### config.mk
export PLATFORM = sky130hd
export DESIGN_NAME = usb_endp_seq
export DESIGN_NICKNAME = d
export VERILOG_FILES = /design/src/rtl/usb_endp_seq_pkg.sv /design/src/rtl/usb_endp_seq_state.sv /design/src/rtl/usb_endp_seq.sv
export SDC_FILE = /design/constraint.sdc
export NUM_CORES = 1
export LEC_CHECK = 0
export CORE_MARGIN = 5
export CORE_UTILIZATION = 35
export CTS_BUF_LIST = sky130_fd_sc_hd__clkbuf_16
export DETAILED_ROUTE_END_ITERATION = 8
export HOLD_SLACK_MARGIN = 0.15
export PLACE_DENSITY_LB_ADDON = 0.3
export SKIP_LAST_GASP = 1
export SLEW_MARGIN = 20
export SYNTH_ARGS = -nofsm -noshare
export SYNTH_HDL_FRONTEND = slang
export SYNTH_HIERARCHICAL = 1
export SYNTH_SLANG_ARGS = --single-unit
### constraint.sdc
create_clock -name clk -period 2.59 [get_ports clk]
set_input_delay 0.6475 -clock clk [delete_from_list [all_inputs] [get_ports clk]]
set_output_delay 0.6475 -clock clk [all_outputs]
set_load 0.01 [all_outputs]
### src/rtl/usb_endp_seq_pkg.sv
// Shared types for the USB endpoint transaction sequencer: response codes,
// token encodings, sequencer states and the default turnaround timeout.
package usb_endp_seq_pkg;

  typedef enum logic [1:0] {
    RESP_ACK   = 2'b00,
    RESP_NAK   = 2'b01,
    RESP_STALL = 2'b10,
    RESP_DATA  = 2'b11
  } resp_code_e;

  typedef enum logic [1:0] {
    ST_IDLE,
    ST_WAIT_DATA,
    ST_RESPOND,
    ST_WAIT_HS
  } seq_state_e;

  localparam logic [1:0] TOK_OUT   = 2'b01;
  localparam logic [1:0] TOK_IN    = 2'b10;
  localparam logic [1:0] TOK_SETUP = 2'b11;

  localparam int BTO_DEFAULT = 64;

endpackage

### src/rtl/usb_endp_seq_state.sv
// Per-endpoint DATA toggle, stall and armed bits. A CPU config write to the
// same endpoint overrides any sequencer update on the bits it touches.
module usb_endp_seq_state #(
  parameter int NUM_ENDP = 4
) (
  input  logic                clk,
  input  logic                rst_n,
  input  logic [3:0]          seq_endp,
  input  logic                seq_tgl_we,
  input  logic                seq_tgl_val,
  input  logic                seq_arm_clr,
  input  logic                seq_stall_clr,
  input  logic                cfg_wr,
  input  logic [3:0]          cfg_endp,
  input  logic                cfg_stall,
  input  logic                cfg_arm,
  input  logic                cfg_tgl_clr,
  output logic [NUM_ENDP-1:0] tgl_vec,
  output logic [NUM_ENDP-1:0] stall_vec,
  output logic [NUM_ENDP-1:0] armed_vec
);

  // Config write is placed after the sequencer update so it wins per bit.
  always_ff @(posedge clk or negedge rst_n) begin
    if (!rst_n) begin
      tgl_vec   <= '0;
      stall_vec <= '0;
      armed_vec <= '0;
    end else begin
      for (int i = 0; i < NUM_ENDP; i++) begin
        if (seq_endp == 4'(i)) begin
          if (seq_tgl_we)    tgl_vec[i]   <= seq_tgl_val;
          if (seq_arm_clr)   armed_vec[i] <= 1'b0;
          if (seq_stall_clr) stall_vec[i] <= 1'b0;
        end
        if (cfg_wr && (cfg_endp == 4'(i))) begin
          stall_vec[i] <= cfg_stall;
          armed_vec[i] <= cfg_arm;
          if (cfg_tgl_clr) tgl_vec[i] <= 1'b0;
        end
      end
    end
  end

endmodule

### src/rtl/usb_endp_seq.sv
// USB endpoint transaction sequencer: chooses ACK/NAK/STALL/DATA responses,
// tracks data toggles and enforces the bus turnaround timeout.
module usb_endp_seq
  import usb_endp_seq_pkg::*;
#(
  parameter int NUM_ENDP   = 4,
  parameter int BTO_CYCLES = BTO_DEFAULT
) (
  input  logic                clk,
  input  logic                rst_n,
  input  logic                tok_valid,
  input  logic [1:0]          tok_pid,
  input  logic [3:0]          tok_endp,
  input  logic                dat_pid_valid,
  input  logic                dat_pid,
  input  logic                dat_done,
  input  logic                dat_crc_ok,
  input  logic                dat_overflow,
  input  logic                hs_ack,
  input  logic                tx_done,
  input  logic                cfg_wr,
  input  logic [3:0]          cfg_endp,
  input  logic                cfg_stall,
  input  logic                cfg_arm,
  input  logic                cfg_tgl_clr,
  output logic                resp_valid,
  output logic [1:0]          resp_code,
  output logic                resp_tgl,
  output logic [3:0]          endp_sel,
  output logic                dat_discard,
  output logic                token_done,
  output logic                bto,
  output logic [NUM_ENDP-1:0] stall_vec,
  output logic [NUM_ENDP-1:0] armed_vec
);

  localparam int TW = (BTO_CYCLES > 1) ? $clog2(BTO_CYCLES) : 1;
  localparam logic [TW-1:0] T_MAX = TW'(BTO_CYCLES - 1);

  seq_state_e        state_q, state_d;
  resp_code_e        code_q, code_d;
  logic [3:0]        endp_d;
  logic              tgl_d, exp_q, exp_d, setup_q, setup_d, rx_pid_q, rx_pid_d;
  logic              pend_q, pend_d, discard_d, done_d, bto_d;
  logic [TW-1:0]     timer_q, timer_d;
  logic [NUM_ENDP-1:0] tgl_vec;
  logic              t_stall, t_armed, t_tgl, s_stall, s_armed, tok_in_range, start_tok;
  logic [3:0]        seq_endp;
  logic              seq_tgl_we, seq_tgl_val, seq_arm_clr, seq_stall_clr;

  usb_endp_seq_state #(.NUM_ENDP(NUM_ENDP)) u_state (
    .clk           (clk),
    .rst_n         (rst_n),
    .seq_endp      (seq_endp),
    .seq_tgl_we    (seq_tgl_we),
    .seq_tgl_val   (seq_tgl_val),
    .seq_arm_clr   (seq_arm_clr),
    .seq_stall_clr (seq_stall_clr),
    .cfg_wr        (cfg_wr),
    .cfg_endp      (cfg_endp),
    .cfg_stall     (cfg_stall),
    .cfg_arm       (cfg_arm),
    .cfg_tgl_clr   (cfg_tgl_clr),
    .tgl_vec       (tgl_vec),
    .stall_vec     (stall_vec),
    .armed_vec     (armed_vec)
  );

  // Endpoint state looked up both for the incoming token and the latched endpoint.
  always_comb begin
    t_stall = 1'b0;
    t_armed = 1'b0;
    t_tgl   = 1'b0;
    s_stall = 1'b0;
    s_armed = 1'b0;
    for (int i = 0; i < NUM_ENDP; i++) begin
      if (tok_endp == 4'(i)) begin
        t_stall = stall_vec[i];
        t_armed = armed_vec[i];
        t_tgl   = tgl_vec[i];
      end
      if (endp_sel == 4'(i)) begin
        s_stall = stall_vec[i];
        s_armed = armed_vec[i];
      end
    end
    tok_in_range = (int'(tok_endp) < NUM_ENDP);
  end

  always_comb begin
    state_d       = state_q;
    code_d        = code_q;
    endp_d        = endp_sel;
    tgl_d         = resp_tgl;
    exp_d         = exp_q;
    setup_d       = setup_q;
    rx_pid_d      = dat_pid_valid ? dat_pid : rx_pid_q;
    timer_d       = (timer_q == T_MAX) ? timer_q : timer_q + 1'b1;
    pend_d        = pend_q;
    discard_d     = 1'b0;
    done_d        = 1'b0;
    bto_d         = 1'b0;
    start_tok     = 1'b0;
    seq_endp      = endp_sel;
    seq_tgl_we    = 1'b0;
    seq_tgl_val   = 1'b0;
    seq_arm_clr   = 1'b0;
    seq_stall_clr = 1'b0;

    case (state_q)
      ST_IDLE: start_tok = tok_valid;
      ST_WAIT_DATA: begin
        if (tok_valid) begin
          bto_d     = 1'b1;
          start_tok = 1'b1;
          state_d   = ST_IDLE;
        end else if (dat_done) begin
          state_d = ST_RESPOND;
          if (!dat_crc_ok) begin
            discard_d = 1'b1;
            state_d   = ST_IDLE;
          end else if (dat_overflow) begin
            discard_d = 1'b1;
            code_d    = RESP_NAK;
          end else if (!setup_q && s_stall) begin
            discard_d = 1'b1;
            code_d    = RESP_STALL;
          end else if (!setup_q && !s_armed) begin
            discard_d = 1'b1;
            code_d    = RESP_NAK;
          end else if (rx_pid_d != exp_q) begin
            // Duplicate of an already-acknowledged packet: re-ACK, keep toggle.
            discard_d = 1'b1;
            code_d    = RESP_ACK;
          end else begin
            code_d      = RESP_ACK;
            seq_tgl_we  = 1'b1;
            seq_tgl_val = ~exp_q;
            seq_arm_clr = 1'b1;
            pend_d      = 1'b1;
          end
        end else if (timer_q == T_MAX) begin
          bto_d   = 1'b1;
          state_d = ST_IDLE;
        end
      end
      ST_RESPOND: begin
        if (tx_done) begin
          state_d = (code_q == RESP_DATA) ? ST_WAIT_HS : ST_IDLE;
          timer_d = '0;
          done_d  = pend_q;
          pend_d  = 1'b0;
        end
      end
      ST_WAIT_HS: begin
        if (tok_valid) begin
          bto_d     = 1'b1;
          start_tok = 1'b1;
          state_d   = ST_IDLE;
        end else if (hs_ack) begin
          seq_tgl_we  = 1'b1;
          seq_tgl_val = ~resp_tgl;
          seq_arm_clr = 1'b1;
          done_d      = 1'b1;
          state_d     = ST_IDLE;
        end else if (timer_q == T_MAX) begin
          bto_d   = 1'b1;
          state_d = ST_IDLE;
        end
      end
      default: state_d = ST_IDLE;
    endcase

    // A token aborting a wait state is handled exactly as one arriving in IDLE.
    if (start_tok && tok_in_range) begin
      case (tok_pid)
        TOK_IN: begin
          endp_d  = tok_endp;
          pend_d  = 1'b0;
          state_d = ST_RESPOND;
          tgl_d   = t_tgl;
          if (t_stall)       code_d = RESP_STALL;
          else if (!t_armed) code_d = RESP_NAK;
          else               code_d = RESP_DATA;
        end
        TOK_OUT: begin
          endp_d  = tok_endp;
          pend_d  = 1'b0;
          timer_d = '0;
          state_d = ST_WAIT_DATA;
          exp_d   = t_tgl;
          setup_d = 1'b0;
        end
        TOK_SETUP: begin
          endp_d        = tok_endp;
          pend_d        = 1'b0;
          timer_d       = '0;
          state_d       = ST_WAIT_DATA;
          exp_d         = 1'b0;
          setup_d       = 1'b1;
          seq_endp      = tok_endp;
          seq_stall_clr = 1'b1;
        end
        default: ;
      endcase
    end
  end

  always_ff @(posedge clk or negedge rst_n) begin
    if (!rst_n) begin
      state_q     <= ST_IDLE;
      code_q      <= RESP_ACK;
      endp_sel    <= '0;
      resp_tgl    <= 1'b0;
      exp_q       <= 1'b0;
      setup_q     <= 1'b0;
      rx_pid_q    <= 1'b0;
      timer_q     <= '0;
      pend_q      <= 1'b0;
      dat_discard <= 1'b0;
      token_done  <= 1'b0;
      bto         <= 1'b0;
    end else begin
      state_q     <= state_d;
      code_q      <= code_d;
      endp_sel    <= endp_d;
      resp_tgl    <= tgl_d;
      exp_q       <= exp_d;
      setup_q     <= setup_d;
      rx_pid_q    <= rx_pid_d;
      timer_q     <= timer_d;
      pend_q      <= pend_d;
      dat_discard <= discard_d;
      token_done  <= done_d;
      bto         <= bto_d;
    end
  end

  assign resp_valid = (state_q == ST_RESPOND);
  assign resp_code  = code_q;

endmodule
==> impl_metrics.csv <==
group,metric,value,unit
outcome,status,"completed",
floorplan,core_area,5820,um2
sta,fin_setup_tns,0,ns
critical_path,path_delay_family,"simple AND/OR/NAND/NOR gates",
drt,met1_length,2290,um
clocking,numCtsBuffers,5,
drt,vias,1762,
critical_path,cp_slowest_stage_delay,0.38,ns
clocking,path_clk_slew,0.05,ns
logic_synthesis,syn_inst,194,
floorplan,rows,28,
logic_synthesis,synth_nets,224,
logic_synthesis,yosysTopAreaCell,"dfrtp_1",
final_layout,layout_common_cells,"clkdlybuf4s50_1 (39), dfrtp_1 (34), nand2_1 (21)",
clocking,numClockSinks,34,
final_layout,fill_cells,571,
sta,finalHoldViolCount,0,
sta,tightestPinTransition,0.443,ns
grt,grt_pass1_vias,1914,
final_layout,syn2layout_area_growth,40.5,%
power_and_ir_drop,power.density,856,nW/um2
critical_path,startpoint_type,"register",
logic_synthesis,syn_area_per_cell,10.6,um2
clocking,cts_root_buf,"clkbuf_16",
final_layout,drive_above_1_share,19.9,%
job,maxCapViolCount,0,
sta,setup_viol,0,
grt,grt-ovfl-total,0,
critical_path,worstPathCellList,"inv_1, ha_1, nor4b_4, nand3_2, mux2_4, nor4_4, a21boi_0, mux2_2",
critical_path,crit_buf_inv,1,
drt,wirelength,5430,um
critical_path,arrival,2.64,ns
clocking,htreeDepth,2,
hold_path,hp-class,"reg -> reg",
logic_synthesis,ys_seq_area_share,41.4,%
logic_synthesis,synth_area_leaders,"dfrtp_1 (41%), mux2_2 (6.6%), mux4_2 (4.4%), nand2_1 (3.8%), ha_1 (3.7%)",
final_layout,layoutNonFillerInstCount,336,
sta,fmax,403,MHz
logic_synthesis,synth_cell_type_count,47,
critical_path,crit_type,"reg -> reg",
critical_path,slowest_stage,"mux2_4",
logic_synthesis,synth_edf_count,0,
logic_synthesis,ys.flop_type,"dfrtp_1",
placed_design,place_congestion,0.807,
sta,fin_crit_sh,95.8,%
drt,drt-vias-per-instance,5.24,
clocking,tritoncts,"yes",
clocking,hold_buffers,0,
sta,slew_violations,0,
critical_path,crit_path_end_kind,"register",
critical_path,reg2reg_slack,0.11,ns
sta,period_minus_slack,2.48,ns
final_layout,num_antenna_cells,0,
final_layout,fin_nets,290,
drt,routedWlPerCell,16.2,um
floorplan,io_pins,43,
clocking,cts_buffer_depth,2,
critical_path,required,2.75,ns
grt,grt_use_total,15.6,%
logic_synthesis,yosysTopAreaCellShare,41.4,%
placed_design,placed_cells,324,
grt,grt_antenna_before_repair,0,
final_layout,final_cell_area,2890,um2
logic_synthesis,synth-seq-cells,34,
floorplan,dieArea,7510,um2
floorplan,die_h,86.6,um
drt,wl_met2,2800,um
drt,top_layer_used,"met4",
grt,grt_max_degree,35,
sta,relSlewSlack,70.5,%
grt,grt_pass1_wl,9160,um
power_and_ir_drop,p_leak,1.29,nW
logic_synthesis,postSynth.asyncResetShare,100,%
clocking,clk_latency,0.27,ns
final_layout,finalCoreUtilization,49.7,%
drt,route.detailed.drc,0,
logic_synthesis,synth_area,2060,um2
placed_design,placed_area,2670,um2
power_and_ir_drop,ir_worst_vdd,0.000404,V
critical_path,crit_fanout,6,
sta,skew,0.00455,ns
floorplan,start_util,35.3,%
final_layout,final_common_cell,"clkdlybuf4s50_1",
drt,drt_pass1_iterations,7,
drt,ant_nets,0,
drt,dr_wl_met3,273,um
logic_synthesis,yosys_warnings,6,
placed_design,dp_hpwl,4080,um
floorplan,die_w,86.6,um
drt,dr.first_iter.drc_count,66,
sta,rsz0062_at_grt,"false",
placed_design,port_buffers,42,
==> logic make-up after synthesis <==
group,share of synthesized area (%)
adder cells (fa/ha/maj),3.65
flip-flops,41.4
AND/OR/NAND/NOR,21.7
multiplexers,13.4
AO/OA/AOI/OAI,17.2
XOR/XNOR,0.852
buffers and inverters,1.89
==> report_power, final <==
part	switching (W)	total, W	internal [W]
Clock	0.000211	0.000558	0.000347
Sequential	0.000173	0.000868	0.000695
Combinational	0.000466	0.00105	0.000581
Total	0.000851	0.00247	0.00162
==> flip-flops by register name, indices dropped and copies added (netlist names) <==
| signal | cells |
|---|---|
| bto | 1 |
| dat_discard | 1 |
| endp_sel | 4 |
| exp_q | 1 |
| pend_q | 1 |
| resp_code | 2 |
| resp_tgl | 1 |
| rx_pid_q | 1 |
| setup_q | 1 |
| state_q | 2 |
| timer_q | 6 |
| token_done | 1 |
| u_state/armed_vec | 4 |
| u_state/stall_vec | 4 |
| u_state/tgl_vec | 4 |
==> tightest hold or removal path, stage by stage (launching register included) <==
cell	delay (ns)
dfrtp_1	0.33
nand2_1	0.05
o31ai_1	0.06
==> routing by layer <==
| layer | global-route usage [%] | up-vias |
|---|---|---|
| met3 | 4.18 | 7 |
| met5 | 0 | - |
| li1 | - | 858 |
| met4 | 3.82 | 0 |
| met1 | 18.7 | 849 |
| met2 | 27.8 | 48 |
==> cell usage after synthesis, drive strengths merged (4+ instances only) <==
cell,number
nand2,21
mux2i,5
a21oi,10
and2,6
nand2b,4
nor3,4
nand3,8
inv,9
dfrtp,34
nor2,12
mux4,4
o21ai,5
mux2,12
ha,6
a21boi,8
==> layout make-up <==
class | instances | area [um2] | share of cell area (%)
multi-input cells | 150 | 1210 | 41.9
flip-flops and latches | 34 | 851 | 29.5
clock inverters | 3 | 12.5 | 0.433
inverters | 9 | 33.8 | 1.17
clock buffers | 5 | 125 | 4.33
well taps | 75 | 93.8 | 3.25
repair buffers | 60 | 563 | 19.5
==> final timing paths <==
kind	end	from	cells after the start
worst max register to register	u_state/stall_vec[0]	state_q[0]	8
worst min register to register	exp_q	exp_q	2
min in group asynchronous	bto	rst_n	2
worst max-delay path	u_state/stall_vec[0]	state_q[0]	8
worst min-delay path	exp_q	exp_q	2
max in group asynchronous	timer_q[5]	rst_n	2
==> per-stage QoR <==
step                power, W  hold WS [ns]  setup WS (ns)
floorplan            0.00144         0.352         0.0720
global placement     0.00184         0.466         -0.357
detailed placement   0.00186         0.469         -0.404
CTS                  0.00246         0.480         0.0169
global route         0.00265         0.507        0.00168
finish               0.00247         0.477          0.108
==> timing repair <==
action | CTS | global route
setup buffers | 1 | 3
resized for setup | 3 | 8
pin swaps | 1 | 3
setup endpoints to repair | 9 | 12
No activity file was read; power rests on OpenSTA's default activity.
